File: src/rtl/half_duplex_pkg.sv
// half_duplex_pkg: shared states and framing constants for half_duplex_link
package half_duplex_pkg;
  localparam int DATA_W = 8;
  localparam int FRAME_BITS = 10;
  typedef enum logic [2:0] {IDLE, TX, TURN, RX_START, RX_DATA, RX_STOP} state_t;
endpackage

File: src/rtl/bit_timer.sv
// bit_timer: self-reloading bit-period down-counter with full- and half-bit ticks
module bit_timer #(
  parameter int CLKS_PER_BIT = 16
) (
  input  logic clk,
  input  logic rst,
  input  logic load,
  output logic full,
  output logic half
);
  localparam int W = $clog2(CLKS_PER_BIT);
  logic [W-1:0] cnt;
  always_ff @(posedge clk) cnt <= (rst || load || full) ? W'(CLKS_PER_BIT - 1) : cnt - 1'b1;
  assign full = cnt == '0;
  assign half = cnt == W'(CLKS_PER_BIT - CLKS_PER_BIT / 2);
endmodule

File: src/rtl/half_duplex_link.sv
// half_duplex_link: single-wire UART-style link with transmit, turnaround and receive
module half_duplex_link
  import half_duplex_pkg::*;
#(
  parameter int CLKS_PER_BIT = 16,
  parameter int TURN_BITS = 2
) (
  input  logic              clk,
  input  logic              rst,
  input  logic [DATA_W-1:0] tx_data,
  input  logic              tx_valid,
  output logic              tx_ready,
  output logic [DATA_W-1:0] rx_data,
  output logic              rx_valid,
  output logic              rx_err,
  output logic              pad_t,
  output logic              pad_i,
  input  logic              pad_o
);
  state_t state, state_n;
  logic [1:0] sync;
  logic line, line_d, fall, transfer, full, half, tick;
  logic [7:0] bit_cnt;
  logic [FRAME_BITS-1:0] tx_shift;
  logic [DATA_W-1:0] rx_shift;
  assign line = sync[1];
  assign fall = line_d & ~line;
  assign tx_ready = state == IDLE && !rst;
  assign transfer = tx_valid && tx_ready;
  assign tick = (state == TX || state == TURN) ? full : half;
  assign pad_t = state == TX;
  assign pad_i = pad_t ? tx_shift[0] : 1'b1;
  // Held loaded while idle so every frame, sent or received, starts a fresh bit period.
  bit_timer #(.CLKS_PER_BIT(CLKS_PER_BIT)) u_timer (
    .clk (clk),
    .rst (rst),
    .load(state == IDLE),
    .full(full),
    .half(half)
  );
  always_ff @(posedge clk) state <= rst ? IDLE : state_n;
  always_comb begin
    state_n = state;
    case (state)
      IDLE:     state_n = transfer ? TX : fall ? RX_START : IDLE;
      TX:       if (tick && bit_cnt == 8'(FRAME_BITS - 1)) state_n = TURN;
      TURN:     if (tick && bit_cnt == 8'(TURN_BITS - 1)) state_n = IDLE;
      RX_START: if (tick) state_n = line ? IDLE : RX_DATA;
      RX_DATA:  if (tick && bit_cnt == 8'(DATA_W - 1)) state_n = RX_STOP;
      RX_STOP:  if (tick) state_n = IDLE;
      default:  state_n = IDLE;
    endcase
  end
  always_ff @(posedge clk) begin
    if (rst) begin
      sync     <= 2'b11;
      line_d   <= 1'b1;
      bit_cnt  <= '0;
      tx_shift <= '1;
      rx_shift <= '0;
      rx_data  <= '0;
      rx_valid <= 1'b0;
      rx_err   <= 1'b0;
    end else begin
      sync    <= {sync[0], pad_o};
      line_d  <= line;
      bit_cnt <= (state_n != state) ? '0 : bit_cnt + 8'(tick);
      if (transfer) tx_shift <= {1'b1, tx_data, 1'b0};
      else if (state == TX && tick) tx_shift <= {1'b1, tx_shift[FRAME_BITS-1:1]};
      if (state == RX_DATA && tick) rx_shift <= {line, rx_shift[DATA_W-1:1]};
      if (state == RX_STOP && tick && line) rx_data <= rx_shift;
      rx_valid <= state == RX_STOP && tick && line;
      rx_err   <= state == RX_STOP && tick && !line;
    end
  end
endmodule

File: config.mk
export PLATFORM = sky130hd
export DESIGN_NAME = half_duplex_link
export DESIGN_NICKNAME = d
export VERILOG_FILES = /design/src/rtl/half_duplex_pkg.sv /design/src/rtl/bit_timer.sv /design/src/rtl/half_duplex_link.sv
export SDC_FILE = /design/constraint.sdc
export NUM_CORES = 1
export LEC_CHECK = 0
export CAP_MARGIN = 5
export CELL_PAD_IN_SITES_DETAIL_PLACEMENT = 2
export CELL_PAD_IN_SITES_GLOBAL_PLACEMENT = 2
export CORE_ASPECT_RATIO = 0.5
export CORE_MARGIN = 3
export CORE_UTILIZATION = 36
export CTS_BUF_LIST = sky130_fd_sc_hd__clkbuf_16
export DETAILED_ROUTE_END_ITERATION = 8
export PLACE_DENSITY = 0.83
export SLEW_MARGIN = 30
export SYNTH_ARGS = -nofsm -noshare
export SYNTH_HDL_FRONTEND = slang
export SYNTH_SLANG_ARGS = --single-unit
File: constraint.sdc
create_clock -name clk -period 4.4 [get_ports clk]
set_input_delay 0.66 -clock clk [delete_from_list [all_inputs] [get_ports clk]]
set_output_delay 0.66 -clock clk [all_outputs]
set_load 0.05 [all_outputs]
==> impl_metrics.toml <==
[status]
outcome = "completed"

[logic_synthesis]
synth_cell_types = 44
synth_flop_cell = "dfxtp_1"
synth_top_area_share_pct = 44.44
yosysWarningCount = 0
syn_area_per_cell_um2 = 9.009
synth_top_area_cell = "dfxtp_1"
netlist_instances = 225
synthArstFlopShare_pct = 0
syn-cell-area_um2 = 2027
ys_seq_area_share_pct = 44.44
synth_edf_count = 0
synthTopCellsByArea = "dfxtp_1, mux2i_1, nor2_1, nand2_1, a221oi_1"
synth_seq_cells = 45
synth.net_count = 240

[sta]
clock_skew_ps = 8.101
slew_headroom_pct = 50.30
finalCritPeriodShare_pct = 68.58
rsz0062_at_grt = "no"
setup_ws_ps = 1383
max_freq_mhz = 331.4
tightest_slew_ps = 742.7
slew_violations = 0
report.final.hold_viol_count = 0
setup_viol = 0
tns_ps = 0
fin_crit_ps = 3017
holdWs_ps = 412.1

[cts]
htreeDepth = 2
post_cts_resized = 0
clock_latency_ps = 290
cts_tree = "built"
path_clk_slew_ps = 70
cts_max_path_buffers = 2
holdBufCountCts = 0
numCtsBuffers = 5
clock-sinks = 45
root_buffer = "clkbuf_16"
postCtsSetupBuffers = 0

[route]
drt_drc_violations_left = 0
viasPerCell = 5.373
wl_per_cell_um = 17.77
drtIter0Drc = 67
drt-total-wl_um = 5615
ant_nets = 0
dr.pass1.iters = 5
routed-via-count = 1698

[placement]
gp_congestion = 0.7712
place_ws_ps = 1478
io_buffers = 24
dp_hpwl_um = 3917

[final_layout]
layout.nets = 260
layout_commonest_cell = "dfxtp_1"
layout_common_cells = "dfxtp_1, nor2_1, clkdlybuf4s50_1"
nFillCells = 576
final_util_pct = 47.39
area_growth_pct = 21.11
n_antenna_cell = 0
layout-drive-gt1-share_pct = 7.317

[grt]
gr-total-overflow = 0
grt_pass1_wl_um = 9397
grt_antenna_before_repair = 0
grt_usage_pct = 18.37
grt_max_degree = 37
first_global_vias = 1873

[setup_path]
r2r-start = "state[1]"
cp.required_ps = 3740
critical_path_class = "register to output port"
end_kind = "output port"
arrival_ps = 2360
startpoint = "state[0]"
worstSetupStartpointType = "register"
crit_fanout = 14

[power_and_ir_drop]
leakage_nw = 0.9740
peakVddDrop_mv = 0.1919
power_density_nw_per_um2 = 379.4
finalPower_w = 0.0009312

[hold_path]
hp-class = "register to register"
hp-start = "u_timer.cnt[0]"

[floorplanning]
num_io_pins = 25
num_rows = 18
dieWidth_um = 112.1
initial_core_util_pct = 39.13
die_area_um2 = 6622
die_height_um = 59.06
coreArea_um2 = 5180

[job]
cap_violations = 0
==> report_power, final <==
group          leakage, nW  internal [W]  switching [W]
combinational        0.537     0.0000450      0.0000684
sequential           0.366      0.000420      0.0000164
clock               0.0718      0.000212       0.000170
==> worst max-delay path, stage by stage, from the launching register on <==
cell and delay (ps):
dfxtp_1 610, or3b_1 470, inv_1 160, clkdlybuf4s50_1 820
==> routing by layer <==
layer | share of wire, % | track usage (%) | vias to the layer above
met2 | 50 | 34.21 | 25
met1 | 46 | 21.38 | 829
li1 | - | - | 835
met4 | 1.3 | 5.137 | 0
met3 | 2.8 | 4.791 | 9
met5 | 0 | 0 | -
==> cell usage after synthesis, types with 2 or more instances <==
cell type  instances
a31oi_1            2
nand2_1           20
nand2b_1           4
ha_1               3
and3_1             8
nand3_1            4
buf_2              7
nor3_1             8
xor2_1             2
a211oi_1           5
a21oi_1            8
clkbuf_1           5
or3_1              2
nor2_1            29
o21ai_0            4
a221oi_1           6
or2_2              3
a311oi_1           2
dfxtp_1           45
xnor2_1            6
nor2b_1            7
inv_1              7
mux2i_1           16
o21bai_1           2
==> worst paths after layout <==
| check | endpoint | slack [ps] | cells after the start |
|---|---|---|---|
| max | pad_t | 1380 | 3 |
| min | u_timer.cnt[0] | 410 | 1 |
| max reg2reg | bit_cnt[7] | 1780 | 9 |
| min reg2reg | u_timer.cnt[0] | 410 | 1 |
==> kinds of logic after synthesis <==
group | synth area share [%]
AO/OA/AOI/OAI | 13.83
XOR/XNOR | 3.457
AND/OR/NAND/NOR | 24.20
flip-flops | 44.44
multiplexers | 7.901
adder cells (fa/ha/maj) | 1.852
buffers and inverters | 4.321
==> layout make-up <==
cell class | count | area [um^2] | area share, %
clock buffer | 5 | 125.1 | 5.097
clock inverter | 3 | 21.27 | 0.8665
inverter | 7 | 26.28 | 1.070
multi-input combinational | 160 | 1039 | 42.30
sequential | 45 | 900.9 | 36.70
tap | 70 | 87.58 | 3.568
timing repair buffer | 26 | 255.2 | 10.40
==> stage by stage <==
stage	instances	instance area (um^2)
final	316	2455
after global routing	316	2455
after CTS	316	2455
after detailed placement	308	2308
after global placement	308	2308
after floorplan	225	2027
==> registers in the layout (all words and copies together) (netlist names) <==
signal       cells
bit_cnt          8
line_d           1
rx_data          8
rx_err           1
rx_shift         8
rx_valid         1
state            3
sync             2
tx_shift         9
u_timer.cnt      4
Note: power is estimated with default switching activity, not from simulation.
